**src/rtl/tt_uart_pkg.sv**
```systemverilog
// Shared types and constants for the Tiny Tapeout 8N1 UART transmitter.
package tt_uart_pkg;

    localparam int   UART_DATA_W   = 8;
    localparam logic UART_IDLE_LVL = 1'b1;

    typedef enum logic [2:0] {
        IDLE,
        START,
        DATA,
        PARITY,
        STOP
    } uart_tx_state_t;

endpackage

```
**src/rtl/tt_uart_tx_fifo.sv**
```systemverilog
// Synchronous byte FIFO feeding the UART shifter; pushes when full and pops
// when empty are ignored, pointers wrap modulo DEPTH.
module tt_uart_tx_fifo
    import tt_uart_pkg::*;
#(
    parameter int DEPTH = 4,
    localparam int PTR_W = $clog2(DEPTH),
    localparam int CNT_W = $clog2(DEPTH + 1)
) (
    input  logic                   clk,
    input  logic                   rst,
    input  logic                   push_i,
    input  logic                   pop_i,
    input  logic [UART_DATA_W-1:0] din_i,
    output logic [UART_DATA_W-1:0] dout_o,
    output logic [CNT_W-1:0]       count_o,
    output logic                   full_o,
    output logic                   empty_o
);

    logic [UART_DATA_W-1:0] mem_q [DEPTH];
    logic [PTR_W-1:0]       wr_ptr_q;
    logic [PTR_W-1:0]       rd_ptr_q;
    logic [CNT_W-1:0]       count_q;
    logic                   push_ok;
    logic                   pop_ok;

    assign full_o  = (count_q == CNT_W'(DEPTH));
    assign empty_o = (count_q == '0);
    assign push_ok = push_i & ~full_o;
    assign pop_ok  = pop_i & ~empty_o;
    assign dout_o  = mem_q[rd_ptr_q];
    assign count_o = count_q;

    always_ff @(posedge clk) begin
        if (rst) begin
            wr_ptr_q <= '0;
            rd_ptr_q <= '0;
            count_q  <= '0;
        end else begin
            if (push_ok) begin
                wr_ptr_q <= wr_ptr_q + PTR_W'(1);
            end
            if (pop_ok) begin
                rd_ptr_q <= rd_ptr_q + PTR_W'(1);
            end
            case ({push_ok, pop_ok})
                2'b10:   count_q <= count_q + CNT_W'(1);
                2'b01:   count_q <= count_q - CNT_W'(1);
                default: count_q <= count_q;
            endcase
        end
    end

    // Storage carries no reset; flushing the pointers is enough to empty it.
    always_ff @(posedge clk) begin
        if (push_ok) begin
            mem_q[wr_ptr_q] <= din_i;
        end
    end

endmodule

```
**src/rtl/tt_uart_tx.sv**
```systemverilog
// 8N1 UART transmitter with a small input FIFO, LSB first on tx_o.
// Define UART_TX_PARITY_EN to insert an even-parity bit (8E1, 11 bit times).
module tt_uart_tx
    import tt_uart_pkg::*;
#(
    parameter int CLKS_PER_BIT = 87,
    parameter int FIFO_DEPTH   = 4,
    localparam int CNT_W  = $clog2(FIFO_DEPTH + 1),
    localparam int BAUD_W = $clog2(CLKS_PER_BIT)
) (
    input  logic                   clk,
    input  logic                   rst,
    input  logic [UART_DATA_W-1:0] tx_data,
    input  logic                   tx_valid,
    output logic                   tx_ready,
    output logic                   tx_o,
    output logic                   busy,
    output logic [CNT_W-1:0]       fifo_count
);

    uart_tx_state_t         state_q, state_d;
    logic [BAUD_W-1:0]      baud_q, baud_d;
    logic [2:0]             bit_idx_q, bit_idx_d;
    logic [UART_DATA_W-1:0] shift_q, shift_d;
    logic                   fifo_full;
    logic                   fifo_empty;
    logic [UART_DATA_W-1:0] fifo_dout;
    logic                   push;
    logic                   pop;
    logic                   baud_last;
    logic                   tx_line;
`ifdef UART_TX_PARITY_EN
    logic                   parity_q, parity_d;
`endif

    assign tx_ready  = ~fifo_full;
    assign push      = tx_valid & ~fifo_full;
    assign baud_last = (baud_q == BAUD_W'(CLKS_PER_BIT - 1));
    assign busy      = (state_q != IDLE);
    assign tx_o      = tx_line;

    tt_uart_tx_fifo #(
        .DEPTH (FIFO_DEPTH)
    ) u_fifo (
        .clk     (clk),
        .rst     (rst),
        .push_i  (push),
        .pop_i   (pop),
        .din_i   (tx_data),
        .dout_o  (fifo_dout),
        .count_o (fifo_count),
        .full_o  (fifo_full),
        .empty_o (fifo_empty)
    );

    always_ff @(posedge clk) begin
        if (rst) begin
            state_q   <= IDLE;
            baud_q    <= '0;
            bit_idx_q <= '0;
        end else begin
            state_q   <= state_d;
            baud_q    <= baud_d;
            bit_idx_q <= bit_idx_d;
        end
    end

    always_ff @(posedge clk) begin
        shift_q <= shift_d;
`ifdef UART_TX_PARITY_EN
        parity_q <= parity_d;
`endif
    end

    // The baud counter restarts on every state change so each bit lasts
    // exactly CLKS_PER_BIT cycles, including STOP->START with no idle gap.
    always_comb begin
        state_d   = state_q;
        baud_d    = baud_q + BAUD_W'(1);
        bit_idx_d = bit_idx_q;
        shift_d   = shift_q;
        pop       = 1'b0;
`ifdef UART_TX_PARITY_EN
        parity_d  = parity_q;
`endif
        case (state_q)
            IDLE: begin
                baud_d = '0;
                if (!fifo_empty) begin
                    pop     = 1'b1;
                    shift_d = fifo_dout;
`ifdef UART_TX_PARITY_EN
                    parity_d = ^fifo_dout;
`endif
                    state_d = START;
                end
            end
            START: begin
                if (baud_last) begin
                    baud_d    = '0;
                    bit_idx_d = '0;
                    state_d   = DATA;
                end
            end
            DATA: begin
                if (baud_last) begin
                    baud_d    = '0;
                    shift_d   = shift_q >> 1;
                    bit_idx_d = bit_idx_q + 3'd1;
                    if (bit_idx_q == 3'(UART_DATA_W - 1)) begin
`ifdef UART_TX_PARITY_EN
                        state_d = PARITY;
`else
                        state_d = STOP;
`endif
                    end
                end
            end
`ifdef UART_TX_PARITY_EN
            PARITY: begin
                if (baud_last) begin
                    baud_d  = '0;
                    state_d = STOP;
                end
            end
`endif
            STOP: begin
                if (baud_last) begin
                    baud_d = '0;
                    if (!fifo_empty) begin
                        pop     = 1'b1;
                        shift_d = fifo_dout;
`ifdef UART_TX_PARITY_EN
                        parity_d = ^fifo_dout;
`endif
                        state_d = START;
                    end else begin
                        state_d = IDLE;
                    end
                end
            end
            default: begin
                baud_d  = '0;
                state_d = IDLE;
            end
        endcase
    end

    always_comb begin
        tx_line = UART_IDLE_LVL;
        case (state_q)
            START:   tx_line = 1'b0;
            DATA:    tx_line = shift_q[0];
`ifdef UART_TX_PARITY_EN
            PARITY:  tx_line = parity_q;
`endif
            default: tx_line = UART_IDLE_LVL;
        endcase
    end

endmodule

```
**config.mk**
```make
export PLATFORM = sky130hd
export DESIGN_NAME = tt_uart_tx
export DESIGN_NICKNAME = d
export VERILOG_FILES = /design/src/rtl/tt_uart_pkg.sv /design/src/rtl/tt_uart_tx_fifo.sv /design/src/rtl/tt_uart_tx.sv
export SDC_FILE = /design/constraint.sdc
export NUM_CORES = 1
export LEC_CHECK = 0
export CAP_MARGIN = 10
export CORE_ASPECT_RATIO = 1.75
export CORE_UTILIZATION = 43
export DETAILED_ROUTE_END_ITERATION = 10
export SLEW_MARGIN = 5
export SYNTH_ARGS = -nofsm -noshare
export SYNTH_HDL_FRONTEND = slang
export SYNTH_SLANG_ARGS = --single-unit
```
**constraint.sdc**
```tcl
create_clock -name clk -period 7 [get_ports clk]
set_clock_uncertainty 0.1 [all_clocks]
set_input_delay 2.1 -clock clk [delete_from_list [all_inputs] [get_ports clk]]
set_output_delay 2.1 -clock clk [all_outputs]
set_load 0.005 [all_outputs]
```
==> results of run 1 <==
## cell families after synthesis
family / synth area share, %
AND/OR/NAND/NOR: 13.78
XOR/XNOR: 2.952
flip-flops: 61.48
multiplexers: 7.591
AO/OA/AOI/OAI: 7.170
adder cells (fa/ha/maj): 4.967
buffers and inverters: 2.062
## worst min-delay path by stage
stage / slack [ns] / end / from / depth (start not counted)
after global placement: 0.34 / baud_q[0]$_SDFF_PP0_ / baud_q[0]$_SDFF_PP0_ / 1
final: 0.36 / baud_q[0]$_SDFF_PP0_ / baud_q[0]$_SDFF_PP0_ / 1
after global routing: 0.41 / baud_q[0]$_SDFF_PP0_ / baud_q[0]$_SDFF_PP0_ / 1
after CTS: 0.36 / baud_q[0]$_SDFF_PP0_ / baud_q[0]$_SDFF_PP0_ / 1
after detailed placement: 0.35 / baud_q[0]$_SDFF_PP0_ / baud_q[0]$_SDFF_PP0_ / 1
after floorplan: 0.33 / baud_q[0]$_SDFF_PP0_ / baud_q[0]$_SDFF_PP0_ / 1
## routing by layer
layer  vias to the layer above  GRT usage, %  share of wire (%)
met1                       795         17.58                 38
met4                         0         9.048                2.9
met5                         -             0                  0
li1                        776             -                  -
met2                        29         29.57                 56
met3                        13         4.136                2.7
## synthesized netlist by cell type (all sizes together) (3+ instances only)
master  instances  share of area, %
xnor2           5               1.6
nor2           20               3.2
o21ai           5               1.1
clkbuf          3              0.42
nor3            4              0.94
inv             9               1.3
edfxtp         40                45
nand2           8               1.1
a22o            7               2.3
nor2b           4              0.94
a21oi           7               1.3
and3            7               1.8
or3             3              0.89
xor2            4               1.3
ha              9               4.2
dfxtp          22                16
mux4            8               6.7
nand3           8               1.5
nand2b          3              0.70
## area by class of cell
| cell class | instances | area [µm²] | share of cell area [%] |
|---|---|---|---|
| inverter | 9 | 33.78 | 1.080 |
| timing repair buffer | 16 | 160.2 | 5.118 |
| clock buffer | 9 | 123.9 | 3.958 |
| clock inverter | 7 | 98.84 | 3.159 |
| multi-input combinational | 119 | 973.4 | 31.11 |
| tap | 78 | 97.59 | 3.119 |
| sequential | 62 | 1642 | 52.46 |
## through the flow
stage | hold slack (ns) | util (%) | cell area [µm²]
CTS | 0.3640 | 52.81 | 3129
detailed placement | 0.3468 | 49.05 | 2907
finish | 0.3589 | 52.81 | 3129
global placement | 0.3446 | 49.05 | 2907
global route | 0.4094 | 52.81 | 3129
floorplan | 0.3258 | - | 2670
## registers in the layout (all words and copies together), names as in the netlist, named ones only
register,count
bit_idx_q,3
state_q,3
u_fifo.count_o,3
u_fifo.rd_ptr_q,2
u_fifo.mem_q,32
u_fifo.wr_ptr_q,2
baud_q,7
shift_q,8
## layout by cell type (no fill, tap or decap), types with 4 or more instances in the layout
cell	n
edfxtp_1	40
dfxtp_1	22
nor2_1	18
clkdlybuf4s50_1	16
inv_1	9
ha_1	9
clkbuf_8	9
mux4_2	8
nand2_1	8
nand3_1	8
a22o_1	7
a21oi_1	7
and3_1	6
xnor2_1	5
nor2b_1	4
o21ai_0	4
xor2_1	4
## power by group through the flow
stage / sequential, mW / combinational, mW / clock, mW
6_report: 0.534 / 0.299 / 0.342
5_1_grt: 0.547 / 0.331 / 0.365
4_1_cts: 0.537 / 0.305 / 0.351
3_5_place_dp: 0.543 / 0.305 / 0
3_3_place_gp: 0.539 / 0.289 / 0
2_1_floorplan: 0.509 / 0.239 / 0
==> impl_metrics.csv, run 1 <==
group,metric,value,unit
critical_path,critical-path-top-delay-family,"flip-flops",
sta,rsz0062_at_grt,"false",
critical_path,critical_path_depth,4,
critical_path,cp.required,4.80,ns
cts,postCtsResizedCells,0,
critical_path,max_stage_delay,0.62,ns
placed_design,dp_hpwl,3414,µm
power_and_ir_drop,power_leakage,1.101,nW
cts,clk_pin_slew,0.07,ns
sta,drv_slew,0,
cts,cts_buffer_depth,2,
placed_design,dp_slack,2.762,ns
critical_path,crit_type,"reg -> out",
routing,vias,1613,
routing,wl_per_cell,15.43,µm
synth,ys_seq_elements,62,
sta,finalCritPeriodShare,58.63,%
sta,fin_setup_tns,0,ns
grt,antenna_found_initial,0,
sta,relSlewSlack,62.16,%
synth,syn_area_per_cell,13.69,µm²
cts,cts_made_buffers,9,
cts,htreeDepth,3,
power_and_ir_drop,total_power,1.176,mW
floorplanning,die-area,6541,µm²
synth,synth_edf_count,40,
power_and_ir_drop,p_sw,0.3401,mW
synth,ys.flop_type,"edfxtp_1",
grt,grt_max_degree,15,
grt,grt_usage,16.93,%
finish,n_antenna_cell,0,
floorplanning,dieWidth,61.57,µm
floorplanning,die_h,106.2,µm
power_and_ir_drop,p_clk_share,29.1,%
power_and_ir_drop,internal_power,0.8355,mW
cts,clock_sinks,62,
grt,grt_pass1_wl,7810,µm
critical_path,crit_arrival,1.90,ns
critical_path,cp-startpoint,"state_q[0]$_SDFFE_PP0P_",
cts,cts-root-buf,"clkbuf_8",
cts,cts_tree,"built",
power_and_ir_drop,combinationalPowerShare,25.5,%
critical_path,slowest_stage,"dfxtp_1",
critical_path,cp-end-kind,"output port",
sta,fmax,243.7,MHz
floorplanning,num_rows,37,
power_and_ir_drop,p_sw_share,28.93,%
cts,clkLatencyLatePin,0.33,ns
routing,ant_nets,0,
power_and_ir_drop,irDropWorstVdd,0.1959,mV
finish,nFillCells,561,
placed_design,dp.cells,284,
job,drv_cap,0,
sta,layout_min_cycle_time,4.104,ns
floorplanning,core,5926,µm²
cts,postCtsHoldBufs,0,
critical_path,r2r_start,"baud_q[0]$_SDFF_PP0_",
sta,fin_ws,2.896,ns
sta,setup_viol,0,
status,status,"finished, final reports clean",
hold_path,holdCritPathClass,"reg -> reg",
placed_design,gp_congestion,0.7667,
critical_path,path_buf_inv,1,
grt,grt_pass1_vias,1735,
critical_path,crit_fanout,13,
critical_path,crit_chain,"nor2b_1 > nor2b_1 > o21ai_0 > clkdlybuf4s50_1",
synth,ys_types,41,
sta,worst_pin_slew,0.5655,ns
critical_path,start_kind,"flop",
finish,area_delta_synth_final,17.20,%
floorplanning,initial_utilization,45.06,%
critical_path,crit_top_cell,"nor2b_1",
power_and_ir_drop,seqPwrFrac,45.4,%
synth,syn-num-nets,216,
critical_path,endpoint,"tx_o",
routing,drt_first_pass_iters,4,
synth,yosysSeqAreaShare,61.48,%
sta,final_hold_viol_count,0,
critical_path,reg2reg_slack,4.30,ns
synth,synth_area,2670,µm²
grt,grt_overflow,0,
placed_design,port_buffers,16,
synth,ys_async_sr_fraction,0,%
finish,drive_gt1_share,15.77,%
synth,ys.warnings.count,0,
routing,via_per_inst,5.377,
power_and_ir_drop,p_per_area,375.7,nW/µm²
routing,drc,0,
critical_path,reg2reg_to,"u_fifo.count_o[2]$_SDFFE_PP0P_",
synth,synth_cells,195,
critical_path,reg2regPathDepth,11,
finish,nNetsFinal,238,
floorplanning,io_pins,17,
cts,cts_setup_buffers,0,
routing,drt_iter0_markers,127,
routing,drt-total-wl,4630,µm
finish,finalNonFillerCells,300,
Note: power is estimated with default switching activity, not from simulation.
==> run 2: changes to the inputs <==
Clock period 7 ns to 3.6 ns, I/O delays scaled along.
==> impl_metrics.csv, run 2 (synthesis results as in run 1) <==
group,metric,value,unit
status,status,"finished, final reports clean",
critical_path,start_kind,"flop",
sta,fin_ws,0.5164,ns
sta,setup_viol,0,
finish,area_delta_synth_final,16.31,%
finish,top_regs,"u_fifo.mem_q (32), shift_q (8), baud_q (7)",
cts,postCtsResizedCells,0,
critical_path,crit_chain,"nor2b_1 > nor2b_1 > o21ai_0 > clkdlybuf4s50_1",
routing,drc,0,
floorplanning,num_rows,37,
critical_path,crit_fanout,13,
placed_design,dp_hpwl,3431,µm
finish,layout_common_cells,"40 x edfxtp_1, 22 x dfxtp_1, 18 x nor2_1, 16 x clkdlybuf4s50_1",
finish,top_register,"u_fifo.mem_q",
sta,drv_slew,0,
grt,grt_pass1_wl,7797,µm
sta,layout_min_cycle_time,3.084,ns
hold_path,min-delay-start,"baud_q[0]$_SDFF_PP0_",
hold_path,holdCritPathClass,"reg -> reg",
finish,drive_gt1_share,15.77,%
grt,grt_max_degree,15,
finish,nNetsFinal,238,
grt,antenna_found_initial,0,
cts,htreeDepth,3,
routing,via_per_inst,5.337,
sta,hold_slack,0.3572,ns
grt,grt_overflow,0,
critical_path,crit_top_cell,"nor2b_1",
finish,finalNonFillerCells,300,
floorplanning,initial_utilization,45.06,%
sta,final_hold_viol_count,0,
floorplanning,io_pins,17,
routing,wl_per_cell,15.61,µm
critical_path,reg2reg_to,"u_fifo.count_o[2]$_SDFFE_PP0P_",
cts,cts_setup_buffers,0,
hold_path,min_to,"baud_q[0]$_SDFF_PP0_",
power_and_ir_drop,irDropWorstVdd,0.3811,mV
cts,postCtsHoldBufs,0,
cts,clkLatencyLatePin,0.33,ns
critical_path,cp-end-kind,"output port",
cts,cts-root-buf,"clkbuf_8",
routing,drt_iter0_markers,93,
finish,area.sequential,1642,µm²
grt,grt_pass1_vias,1739,
placed_design,dp.cells,284,
cts,cts_made_buffers,9,
routing,drt_first_pass_iters,4,
sta,relSlewSlack,61.67,%
cts,cts_tree,"built",
floorplanning,die-area,6541,µm²
sta,worst_pin_slew,0.5728,ns
critical_path,critical-path-top-delay-family,"flip-flops",
power_and_ir_drop,p_per_area,711.2,nW/µm²
floorplanning,die_h,106.2,µm
placed_design,gp_congestion,0.7658,
critical_path,cp.required,2.42,ns
sta,rsz0062_at_grt,"false",
placed_design,dp_slack,0.3679,ns
cts,cts_buffer_depth,2,
routing,vias,1601,
placed_design,port_buffers,16,
critical_path,path_buf_inv,1,
sta,fin_setup_tns,0,ns
finish,largest_register_ffs,32,
sta,finalCritPeriodShare,85.66,%
cts,clk_pin_slew,0.07,ns
job,drv_cap,0,
sta,fmax,324.3,MHz
critical_path,reg2regPathDepth,11,
power_and_ir_drop,power_leakage,1.083,nW
critical_path,slowest_stage,"dfxtp_1",
power_and_ir_drop,total_power,2.209,mW
critical_path,reg2reg_slack,0.89,ns
routing,drt-total-wl,4682,µm
grt,grt_usage,16.91,%
critical_path,r2r_start,"baud_q[0]$_SDFF_PP0_",
routing,ant_nets,0,
finish,multiInputGateArea,973.4,µm²
finish,nFillCells,550,
finish,final_common_cell,"edfxtp_1",
floorplanning,dieWidth,61.57,µm
cts,clock_sinks,62,
critical_path,crit_type,"reg -> out",
finish,n_antenna_cell,0,
hold_path,hold_depth,1,
critical_path,crit_arrival,1.90,ns
floorplanning,core,5926,µm²
critical_path,max_stage_delay,0.62,ns
## run 2: cell types whose count changed in the layout (fill, tap and decap cells not counted)
cell	before	now
clkinvlp_4	1	3
bufinv_16	2	1
clkinv_4	3	2
## run 2: worst max path at each step
stage | slack [ns] | startpoint | to | cells past startpoint
finish | 0.52 | state_q[0]$_SDFFE_PP0P_ | tx_o | 4
global route | 0.39 | state_q[0]$_SDFFE_PP0P_ | tx_o | 4
CTS | 0.51 | state_q[0]$_SDFFE_PP0P_ | tx_o | 4
detailed placement | 0.37 | tx_valid | u_fifo.count_o[2]$_SDFFE_PP0P_ | 9
global placement | 0.51 | tx_valid | u_fifo.count_o[2]$_SDFFE_PP0P_ | 9
floorplan | 1.02 | tx_valid | u_fifo.count_o[2]$_SDFFE_PP0P_ | 8
## run 2: worst reg2reg max path: cells and delay by family (launching register included)
kind | cells | cell delay [ns]
AO/OA/AOI/OAI | 2 | 0.43
adder cells (fa/ha/maj) | 3 | 0.73
AND/OR/NAND/NOR | 3 | 0.75
flip-flops | 1 | 0.33
buffers and inverters | 2 | 0.12
XOR/XNOR | 1 | 0.17
## run 2: through the flow
step | cell area, µm² | util, %
6_report | 3105 | 52.41
5_1_grt | 3105 | 52.41
4_1_cts | 3105 | 52.41
3_5_place_dp | 2907 | 49.05
3_3_place_gp | 2907 | 49.05
2_1_floorplan | 2670 | -
## run 2: area by class of cell
class | instances | share of cell area, %
timing repair buffer | 16 | 5.157
sequential | 62 | 52.86
clock buffer | 9 | 3.989
tap | 78 | 3.143
multi-input combinational | 119 | 31.35
inverter | 9 | 1.088
clock inverter | 7 | 2.417
## run 2: metal layers
layer	global-route usage [%]	share of wire, %	up-vias
met5	0	0	-
met4	10.00	2.6	0
met3	3.650	3.1	12
met2	29.42	57	32
met1	17.53	38	789
li1	-	-	768
## run 2: where the power goes
| part | switching, mW | leakage (nW) | internal, mW | total [mW] |
|---|---|---|---|---|
| clock network | 0.268 | 0.0914 | 0.320 | 0.588 |
| logic | 0.276 | 0.441 | 0.306 | 0.582 |
| registers | 0.111 | 0.551 | 0.927 | 1.04 |
==> run 3: changes to the inputs <==
Settings changed: GPL_ROUTABILITY_DRIVEN set to 0, SLEW_MARGIN 5 to not set.
==> results of run 3 <==
Same layout as run 2: the final DEF is identical, and so are final timing and power.
